==> config.mk <==
export PLATFORM = sky130hd
export DESIGN_NAME = pipelined_bypass_adder
export DESIGN_NICKNAME = d
export VERILOG_FILES = /design/src/rtl/pipelined_bypass_adder.sv
export SDC_FILE = /design/constraint.sdc
export NUM_CORES = 1
export LEC_CHECK = 0
export CAP_MARGIN = 20
export CORE_ASPECT_RATIO = 2
export CORE_MARGIN = 5
export CORE_UTILIZATION = 46
export DETAILED_ROUTE_END_ITERATION = 16
export PLACE_DENSITY = 0.86
export SETUP_SLACK_MARGIN = 0.2
export SKIP_CTS_REPAIR_TIMING = 1
export SLEW_MARGIN = 30
export SYNTH_ARGS = -nofsm -noshare
export SYNTH_HDL_FRONTEND = slang
export SYNTH_SLANG_ARGS = --single-unit
==> constraint.sdc <==
create_clock -name clk -period 10.7 [get_ports clk]
set_input_delay 3.21 -clock clk [delete_from_list [all_inputs] [get_ports clk]]
set_output_delay 3.21 -clock clk [all_outputs]
set_load 0.02 [all_outputs]
==> src/rtl/pipelined_bypass_adder.sv <==
// Pipelined signed carry-bypass adder/subtractor with valid/ready handshake, latency STAGES.
// Define PBA_SATURATE_EN to clamp overflowing results to the signed limits in the final stage.
module pipelined_bypass_adder #(
  parameter int WIDTH  = 32,
  parameter int BLOCK  = 4,
  parameter int STAGES = 2
) (
  input  logic             clk,
  input  logic             rst_n,
  input  logic             in_valid,
  output logic             in_ready,
  input  logic [WIDTH-1:0] a,
  input  logic [WIDTH-1:0] b,
  input  logic             cin,
  input  logic             sub,
  output logic             out_valid,
  input  logic             out_ready,
  output logic [WIDTH-1:0] sum,
  output logic             cout,
  output logic             overflow
);

  localparam int NBLK = WIDTH / BLOCK;
  localparam int BPS  = NBLK / STAGES;
  localparam int MSB  = WIDTH - 1;

  // st_*[s] are the inputs seen by stage s: raw operands for s=0, registers after that
  logic [WIDTH-1:0] st_a [STAGES];
  logic [WIDTH-1:0] st_b [STAGES];
  logic [WIDTH-1:0] st_s [STAGES];
  logic             st_c [STAGES];
  logic             st_v [STAGES];

  logic             advance;
  logic             out_valid_q;
  logic [WIDTH-1:0] sum_q;
  logic             cout_q;
  logic             ovf_q;

  assign advance  = !out_valid_q || out_ready;
  assign in_ready = advance;

  assign st_a[0] = a;
  assign st_b[0] = sub ? ~b : b;
  assign st_s[0] = '0;
  assign st_c[0] = sub | cin;
  assign st_v[0] = in_valid;

  for (genvar s = 0; s < STAGES; s++) begin : g_stage
    logic [WIDTH-1:0] s_d;
    logic             c_d;
    logic             rc;
    logic             p;
    int               idx;

    // Ripple inside each block; a fully propagating block forwards its carry-in directly
    always_comb begin
      s_d = st_s[s];
      c_d = st_c[s];
      rc  = 1'b0;
      p   = 1'b0;
      idx = 0;
      for (int k = 0; k < BPS; k++) begin
        rc = c_d;
        p  = 1'b1;
        for (int j = 0; j < BLOCK; j++) begin
          idx      = (s * BPS + k) * BLOCK + j;
          s_d[idx] = st_a[s][idx] ^ st_b[s][idx] ^ rc;
          rc       = (st_a[s][idx] & st_b[s][idx]) | (rc & (st_a[s][idx] ^ st_b[s][idx]));
          p        = p & (st_a[s][idx] ^ st_b[s][idx]);
        end
        c_d = p ? c_d : rc;
      end
    end

    if (s < STAGES - 1) begin : g_mid
      logic [WIDTH-1:0] a_q, b_q, s_q;
      logic             c_q, v_q;

      always_ff @(posedge clk) begin
        if (!rst_n) begin
          a_q <= '0;
          b_q <= '0;
          s_q <= '0;
          c_q <= 1'b0;
          v_q <= 1'b0;
        end else if (advance) begin
          a_q <= st_a[s];
          b_q <= st_b[s];
          s_q <= s_d;
          c_q <= c_d;
          v_q <= st_v[s];
        end
      end

      assign st_a[s+1] = a_q;
      assign st_b[s+1] = b_q;
      assign st_s[s+1] = s_q;
      assign st_c[s+1] = c_q;
      assign st_v[s+1] = v_q;
    end else begin : g_last
      logic             ovf_d;
      logic [WIDTH-1:0] res_d;

      assign ovf_d = (st_a[s][MSB] == st_b[s][MSB]) && (s_d[MSB] != st_a[s][MSB]);
`ifdef PBA_SATURATE_EN
      assign res_d = !ovf_d ? s_d :
                     (st_a[s][MSB] ? {1'b1, {MSB{1'b0}}} : {1'b0, {MSB{1'b1}}});
`else
      assign res_d = s_d;
`endif

      always_ff @(posedge clk) begin
        if (!rst_n) begin
          out_valid_q <= 1'b0;
          sum_q       <= '0;
          cout_q      <= 1'b0;
          ovf_q       <= 1'b0;
        end else if (advance) begin
          out_valid_q <= st_v[s];
          sum_q       <= res_d;
          cout_q      <= c_d;
          ovf_q       <= ovf_d;
        end
      end
    end
  end

  assign out_valid = out_valid_q;
  assign sum       = sum_q;
  assign cout      = cout_q;
  assign overflow  = ovf_q;

endmodule
Yosys cells after proc, flatten, opt, wreduce, memory -nomap -nowiden --
Index checks and enable logic that the tools add are counted.
Cells by class: equality and inequality tests 2, multiplexer cells 9, bitwise logic cells 186, reduce and logical (&&, ||, !) cells 3
Operators with widths (count):
- 1-bit AND | 88
- 1-bit bitwise XOR | 64
- 1-bit OR | 33
- 32-bit 2-to-1 mux | 1
- 32-bit inverter | 1
- 1-bit 2-to-1 mux | 8
- 1-bit == test | 1
- 1-bit logical AND | 1
- 1-bit logical NOT | 1
- 1-bit logical OR | 1
- 1-bit != test | 1
Word-level totals: register bits after elaboration 117, logic and storage cells 209

Depth between registers and ports, before layout --
Gate-level depths: netlist of the first run.
depth after elaboration 39, gate-level depth with buffers 29

Least setup slack after synthesis of the first run --
Ideal clock, no wire load.
path kind input port to flip-flop, from input sub, to register g_stage[0].g_mid.s_q[15], setup time 116 ps, arrival 10974 ps, data required time 10584 ps, path slack -390 ps, stages 29, path buffers 2, cell sequence buf_4 -> buf_2 -> xor2_1 -> inv_1 -> fa_1 -> fa_1 -> fa_1 -> fa_1 -> mux2_2 -> fa_1 -> fa_1 -> fa_1 -> fa_1 -> nor2b_1 -> nor2_1 -> fa_1 -> fa_1 -> fa_1 -> inv_1 -> fa_1 -> mux2_2 -> a21oi_1 -> fa_1 -> fa_1 -> fa_1 -> inv_1 -> fa_1 -> nand2_1 -> a21boi_1
On the way: cells in the longest elaborated chain, start to end 36, elaborated cells between the ends (all ways) 76, those cells by class 4 x mux; 72 x bitwise
RTL lines:
- from (decl) | RTL line 15 | input logic sub,
- 32-bit 2-to-1 mux | RTL line 44 | assign st_b[0] = sub ? ~b : b;
- 1-bit bitwise XOR | RTL line 69, 70
- 1-bit AND | RTL line 69 | rc = (st_a[s][idx] & st_b[s][idx]) | (rc & (st_a[s][idx] ^ st_b[s][idx]));
- 1-bit OR | RTL line 69
- 1-bit AND | RTL line 69
- 1-bit OR | RTL line 69
- 1-bit AND | RTL line 69
- 1-bit OR | RTL line 69
- (+21 left out)
- 1-bit AND | RTL line 69
- 1-bit OR | RTL line 69
- 1-bit AND | RTL line 69
- 1-bit OR | RTL line 69
- 1-bit AND | RTL line 69
- 1-bit OR | RTL line 69
- 1-bit bitwise XOR * | RTL line 68 | s_d[idx] = st_a[s][idx] ^ st_b[s][idx] ^ rc;
- via g_stage[0].s_d[15] | RTL line 50 | logic [WIDTH-1:0] s_d;
- to (signal assigned) | RTL line 84 | s_q <= '0;
- to (signal assigned) | RTL line 90 | s_q <= s_d;
- to (decl) | RTL line 77 | logic [WIDTH-1:0] a_q, b_q, s_q;
The timed path passes the listed nets; every way through them passes the cells marked *. A chain may end at the register's enable or synchronous reset.

Worst setup path in the final report of the first run --
from input a[0], to register g_stage[0].g_mid.s_q[15]
On the way: cells in the longest elaborated chain, start to end 35, elaborated cells between the ends (all ways) 39, those cells by class 3 x mux; 36 x bitwise
RTL lines:
- from (decl) | RTL line 12 | input logic [WIDTH-1:0] a,
- 1-bit bitwise XOR | RTL line 69, 70
- 1-bit AND | RTL line 69
- 1-bit OR | RTL line 69
- 1-bit AND | RTL line 69
- 1-bit OR | RTL line 69
- 1-bit AND | RTL line 69
- 1-bit OR | RTL line 69
- 1-bit AND | RTL line 69
- (+20 left out)
- 1-bit AND * | RTL line 69
- 1-bit OR * | RTL line 69
- 1-bit AND * | RTL line 69
- 1-bit OR * | RTL line 69
- 1-bit AND * | RTL line 69
- 1-bit OR * | RTL line 69
- 1-bit bitwise XOR * | RTL line 68
- via g_stage[0].s_d[15] | RTL line 50
Marks and branches as above.

==> results of run 1 <==
-- metrics by stage --
stage	TNS [ns]	area [um^2]	total power (W)	hold WS, ns
finish	0	6223	0.0009255	0.4467
floorplan	0	4746	0.0005172	0.4310
global route	0	6223	0.0009784	0.4704
global placement	-0.3841	5887	0.0006015	0.4355
CTS	-0.2596	6196	0.0009369	0.4508
detailed placement	-1.114	5887	0.0006168	0.4419
-- routing by layer --
metal  global-route usage  routed length (um)  up-vias
met5                    0                   0        -
met4              0.07494                 251        0
met3              0.02297                 376       18
met2               0.3358                6091       78
met1               0.1875                3716     1731
li1                     -                   -     1759
-- kinds of logic after synthesis --
| kind of cell | synth area share |
|---|---|
| compound gates | 0.1583 |
| buf+inv | 0.05976 |
| mux | 0.01009 |
| simple gates | 0.1283 |
| fa+ha+maj | 0.2210 |
| xor+xnor | 0.06135 |
| flops | 0.3612 |
-- cell usage in the layout (no fill, tap or decap), types with 2 or more instances in the layout --
| master | count |
|---|---|
| a21boi_1 | 49 |
| a21oi_1 | 2 |
| and4_1 | 3 |
| buf_2 | 2 |
| buf_4 | 9 |
| clkbuf_16 | 9 |
| clkdlybuf4s50_1 | 102 |
| clkinvlp_4 | 3 |
| dfxtp_1 | 85 |
| fa_1 | 18 |
| fa_2 | 14 |
| ha_1 | 32 |
| inv_1 | 36 |
| inv_2 | 2 |
| inv_6 | 2 |
| mux2_2 | 2 |
| nand2_1 | 131 |
| nand4_1 | 5 |
| nor2_1 | 2 |
| nor2b_4 | 2 |
| nor3_1 | 2 |
| o211a_1 | 32 |
| o21ai_0 | 2 |
| xnor2_1 | 16 |
| xor2_1 | 16 |
-- area by class of cell --
cell class,instances,share of cell area
multi-input combinational,339,0.4475
clock inverter,6,0.01126
sequential,85,0.2734
timing repair buffer,114,0.1785
tap,135,0.02714
inverter,39,0.02372
clock buffer,10,0.03840
-- flip-flops by register name (all words and copies together), names as in the netlist --
| register | count |
|---|---|
| sum | 32 |
| g_stage.g_mid.a_q | 16 |
| g_stage.g_mid.b_q | 16 |
| g_stage.g_mid.s_q | 16 |
| cout | 1 |
| g_stage.g_mid.c_q | 1 |
| g_stage.g_mid.v_q | 1 |
| out_valid | 1 |
| overflow | 1 |
-- worst max-delay path, delay by kind of cell --
family / cells / cell delay (ns)
multiplexers: 2 / 0.44
adder cells (fa/ha/maj): 16 / 5.66
AND/OR/NAND/NOR: 3 / 0.28
buffers and inverters: 4 / 0.70
AO/OA/AOI/OAI: 2 / 0.14
-- worst max path at each step --
stage / cells past startpoint / to / slack (ns) / startpoint
after global routing: 27 / g_stage[0].g_mid.s_q[15]$_SDFFE_PN0P_ / 0.25 / a[0]
after global placement: 28 / g_stage[0].g_mid.s_q[15]$_SDFFE_PN0P_ / -0.25 / b[0]
after detailed placement: 28 / g_stage[0].g_mid.s_q[15]$_SDFFE_PN0P_ / -0.52 / b[0]
after CTS: 28 / g_stage[0].g_mid.s_q[15]$_SDFFE_PN0P_ / -0.18 / b[0]
after floorplan: 29 / g_stage[0].g_mid.s_q[15]$_SDFFE_PN0P_ / 0.22 / sub
final: 27 / g_stage[0].g_mid.s_q[15]$_SDFFE_PN0P_ / 0.47 / a[0]
-- power groups by stage --
stage / registers [W] / logic, W / clock network [W]
global route: 0.000384 / 0.000260 / 0.000335
CTS: 0.000379 / 0.000232 / 0.000325
floorplan: 0.000400 / 0.000117 / 0
global placement: 0.000384 / 0.000217 / 0
detailed placement: 0.000386 / 0.000231 / 0
finish: 0.000379 / 0.000231 / 0.000316
==> impl_metrics.py, run 1 <==
metrics = {
    "status": {
        "status": "complete, no violations",
    },
    "logic_synthesis": {
        "syn-instance-count": 494,
        "netlist_area_um2": 4711,
        "synth_edf_count": 0,
        "syn_area_per_cell_um2": 9.536,
        "synth.most_common_cell": "nand2_1",
        "ys.warnings.count": 0,
        "post-synth-top-area-cell": "dfxtp_1",
        "synth_cell_type_count": 30,
        "yosys-top-cells-count": "131 x nand2_1, 85 x dfxtp_1, 49 x a21boi_1, 38 x inv_1",
        "yosys_most_used_dff": "dfxtp_1",
        "syn_nets": 628,
        "yosysSeqAreaShare": 0.3612,
        "synth_top_area_share": 0.3612,
        "synthArstFlopShare": 0,
        "ys_ff_latch": 85,
        "synthTopCellsByArea": "dfxtp_1 36%, fa_1 14%, nand2_1 10%",
    },
    "routing": {
        "drt_pass1_iterations": 4,
        "antenna_left": 0,
        "drc": 0,
        "vias": 3586,
        "avgRoutedWirePerCell_um": 14.34,
        "first_iter_violations": 142,
        "avgViaCountPerCell": 4.926,
        "finalWirelength_um": 10440,
    },
    "timing": {
        "setup_viol": 0,
        "fmax_mhz": 97.80,
        "final.period_utilization": 0.9556,
        "drv_slew": 0,
        "rsz0062_at_grt": "false",
        "setup_slack_ns": 0.4747,
        "max-slew-margin-rel": 0.5034,
        "hold_viol_final": 0,
        "min_period_ns": 10.23,
        "clock_skew_ns": 0.007300,
        "tightest_slew_ns": 0.7449,
    },
    "floorplan": {
        "core_region_area_um2": 10080,
        "fp.dieArea_um2": 12490,
        "num_io_pins": 106,
        "initial_core_util": 0.4671,
        "die_h_um": 153.1,
        "die_w_um": 81.56,
        "row_count": 52,
    },
    "power": {
        "pwr-share-clk": 0.342,
        "cellPowerDensity_nw_per_um2": 148.7,
        "cell_internal_pwr_w": 0.0006620,
        "vdd_ir_drop_max_uv": 86.16,
        "p_leak_nw": 2.937,
        "p_comb_frac": 0.249,
        "switching_share": 0.2847,
        "p_sw_w": 0.0002635,
        "pwr-share-seq": 0.409,
    },
    "worst_hold_path": {
        "holdPathStages": 2,
        "hold_path_class": "flop to flop",
        "whs_endpoint": "sum[17]$_SDFFE_PN0P_",
        "worstHoldStart": "sum[17]$_SDFFE_PN0P_",
    },
    "critical_path": {
        "reg2reg_slack_ns": 2.68,
        "cp-start-kind": "input port",
        "path_common_cell": "fa_2",
        "cp_slowest_cell": "clkdlybuf4s50_1",
        "slowest_delay_ns": 0.49,
        "rr_startpoint": "g_stage[0].g_mid.a_q[16]$_SDFFE_PN0P_",
        "cp.required_ns": 10.93,
        "r2r-end": "overflow$_SDFFE_PN0P_",
        "arrival_ns": 10.45,
        "crit_type": "input port to flop",
        "reg2reg_depth": 28,
        "crit_path_end_kind": "flop",
        "path_max_fanout": 2,
    },
    "clock_network": {
        "clkSinkCount": 85,
        "cts_buffers": 9,
        "insertion_delay_ns": 0.33,
        "path_clk_slew_ns": 0.06,
        "clock_path_buffers": 2,
        "cts_max_level": 3,
        "clockRootBuffer": "clkbuf_16",
        "cts_tree": "done",
    },
    "finish": {
        "syn2layout_area_growth_pct": 32.11,
        "antennaDiodeCount": 0,
        "fin_cells": 728,
        "multi_input_area_um2": 2785,
        "n_fill_cell": 849,
        "layout-drive-gt1-share": 0.08769,
        "final_util": 0.6171,
        "seqCellArea_um2": 1702,
        "fin_nets": 722,
    },
    "place": {
        "placedCellCount": 712,
        "dp_hpwl_um": 7983,
        "portBuffers": 105,
        "place_ws_ns": -0.5243,
        "gp_congestion": 0.7940,
    },
    "grt": {
        "overflow": 0,
        "grt_pass1_wl_um": 17360,
        "grt_max_degree": 88,
        "grt_pass1_vias": 3799,
        "antenna_found_initial": 0,
        "grtUsageTotal": 0.1779,
    },
    "run": {
        "max-cap-violations": 0,
    },
}
(Power assumes the default switching activity.)
==> run 2: changes to the inputs <==
- CORE_UTILIZATION: 46 -> 51
- PLACE_DENSITY: 0.86 -> 0.79
- clock period: 10.7 -> 11.5 ns (I/O delays scaled with it)
==> run 2 against run 1 <==
  * Wire length down 0.27%
  * First-iteration DRC count rose by 18%
  * Highest routed layer unchanged
  * Critical path type unchanged
  * Clock skew increased by 0.0011 ns
  * Clock-buffer cell count is 3 higher
  * Critical path depth is 1 higher
==> impl_metrics.py, run 2 (synthesis results as in run 1) <==
metrics = {
    "timing": {
        "fmax_mhz": 91.56,
        "hold_viol_final": 0,
        "whs_ns": 0.4462,
        "min_period_ns": 10.92,
        "setup_viol": 0,
        "clock_skew_ns": 0.008371,
        "final.period_utilization": 0.9497,
        "tightest_slew_ns": 0.8152,
        "rsz0062_at_grt": "false",
        "max-slew-margin-rel": 0.4565,
        "drv_slew": 0,
    },
    "place": {
        "placedCellCount": 678,
        "gp_congestion": 0.7998,
        "portBuffers": 105,
        "dp_hpwl_um": 7520,
    },
    "floorplan": {
        "core_region_area_um2": 9012,
        "row_count": 49,
        "die_w_um": 77.96,
        "initial_core_util": 0.5227,
        "num_io_pins": 106,
        "fp.dieArea_um2": 11380,
        "die_h_um": 145.9,
    },
    "routing": {
        "avgViaCountPerCell": 5.170,
        "first_iter_violations": 167,
        "antenna_left": 0,
        "avgRoutedWirePerCell_um": 15.00,
        "wl_met2_um": 6069,
        "vias": 3588,
        "drt_pass1_iterations": 5,
        "drc": 0,
        "routed.top_layer": "met4",
        "route.met3.wl_um": 463,
        "finalWirelength_um": 10410,
        "m1WireLength_um": 3684,
    },
    "power": {
        "p_leak_nw": 2.913,
        "total_power_w": 0.0008344,
        "vdd_ir_drop_max_uv": 80.27,
        "cellPowerDensity_nw_per_um2": 136.1,
    },
    "finish": {
        "final_common_cell": "nand2_1",
        "layout_common_cells": "131 x nand2_1, 103 x clkdlybuf4s50_1, 85 x dfxtp_1, 49 x a21boi_1, 38 x inv_1",
        "layout-drive-gt1-share": 0.07095,
        "antennaDiodeCount": 0,
        "fin_cells": 694,
        "syn2layout_area_growth_pct": 30.12,
        "fin_nets": 721,
        "largest_register_ff_count": 32,
    },
    "critical_path": {
        "path_max_fanout": 2,
        "cp-start-kind": "input port",
        "cp.required_ns": 11.72,
        "crit_path_end_kind": "flop",
        "crit_type": "input port to flop",
        "arrival_ns": 11.15,
        "reg2reg_slack_ns": 3.50,
    },
    "run": {
        "max-cap-violations": 0,
    },
    "clock_network": {
        "cts_buffers": 9,
        "cts_max_level": 3,
        "clockRootBuffer": "clkbuf_16",
        "cts_tree": "done",
        "clkSinkCount": 85,
        "path_clk_slew_ns": 0.06,
        "clock_path_buffers": 2,
        "insertion_delay_ns": 0.34,
    },
    "status": {
        "status": "complete, no violations",
    },
    "grt": {
        "grt_pass1_vias": 3757,
        "grt_pass1_wl_um": 17530,
        "grtUsageTotal": 0.1915,
        "grt_max_degree": 118,
        "overflow": 0,
        "antenna_found_initial": 0,
    },
    "worst_hold_path": {
        "hold_path_class": "flop to flop",
    },
}
## run 2: cell type report
cell class / instances / area (um^2)
clock inverters: 3 / 20.02
fillers: 731 / 2883
repair buffers: 113 / 1105
inverters: 39 / 147.6
clock buffers: 13 / 260.3
multi-input cells: 339 / 2768
flip-flops and latches: 85 / 1702
well taps: 102 / 127.6
## run 2: path summary, 6_finish.rpt
| check | start | to | depth (start not counted) |
|---|---|---|---|
| worst max-delay path | b[0] | g_stage[0].g_mid.s_q[15]$_SDFFE_PN0P_ | 28 |
| worst min-delay path | sum[20]$_SDFFE_PN0P_ | sum[20]$_SDFFE_PN0P_ | 2 |
| worst max register to register | g_stage[0].g_mid.a_q[16]$_SDFFE_PN0P_ | overflow$_SDFFE_PN0P_ | 28 |
| worst min register to register | sum[20]$_SDFFE_PN0P_ | sum[20]$_SDFFE_PN0P_ | 2 |
## run 2: worst max-delay path, cell delays in order
cell	delay [ns]
clkdlybuf4s50_1	0.50
xor2_2	0.16
inv_1	0.08
fa_2	0.37
fa_2	0.37
fa_1	0.43
fa_1	0.39
mux2_2	0.30
fa_2	0.36
fa_2	0.37
fa_2	0.38
fa_1	0.41
nor2b_2	0.16
nor2_1	0.08
fa_2	0.35
fa_2	0.37
fa_1	0.39
inv_1	0.08
fa_1	0.17
mux2_2	0.15
a21oi_1	0.06
fa_2	0.36
fa_2	0.37
fa_1	0.38
inv_1	0.09
fa_1	0.41
nand2_1	0.07
a21boi_1	0.07
## run 2: where the power goes
part / switching, W / leakage, nW / internal (W)
Clock: 0.000113 / 0.132 / 0.000158
Sequential: 0.0000232 / 0.705 / 0.000330
Combinational: 0.000102 / 2.08 / 0.000109
## run 2: through the flow
stage	setup WS [ns]	cell area [um^2]	util	TNS, ns
6_report	0.5784	6130	0.6801	0
5_1_grt	0.2325	6130	0.6801	0
4_1_cts	-0.08813	6097	0.6765	-0.08813
3_5_place_dp	-0.4412	5817	0.6454	-0.9321
3_3_place_gp	-0.2434	5813	0.6450	-0.3633
2_1_floorplan	0.2257	4713	-	0
## run 2: metal layers
| layer | up-vias | GRT usage |
|---|---|---|
| met4 | 0 | 0.07191 |
| met1 | 1741 | 0.1945 |
| met2 | 77 | 0.3656 |
| li1 | 1759 | - |
| met3 | 11 | 0.04275 |
| met5 | - | 0 |
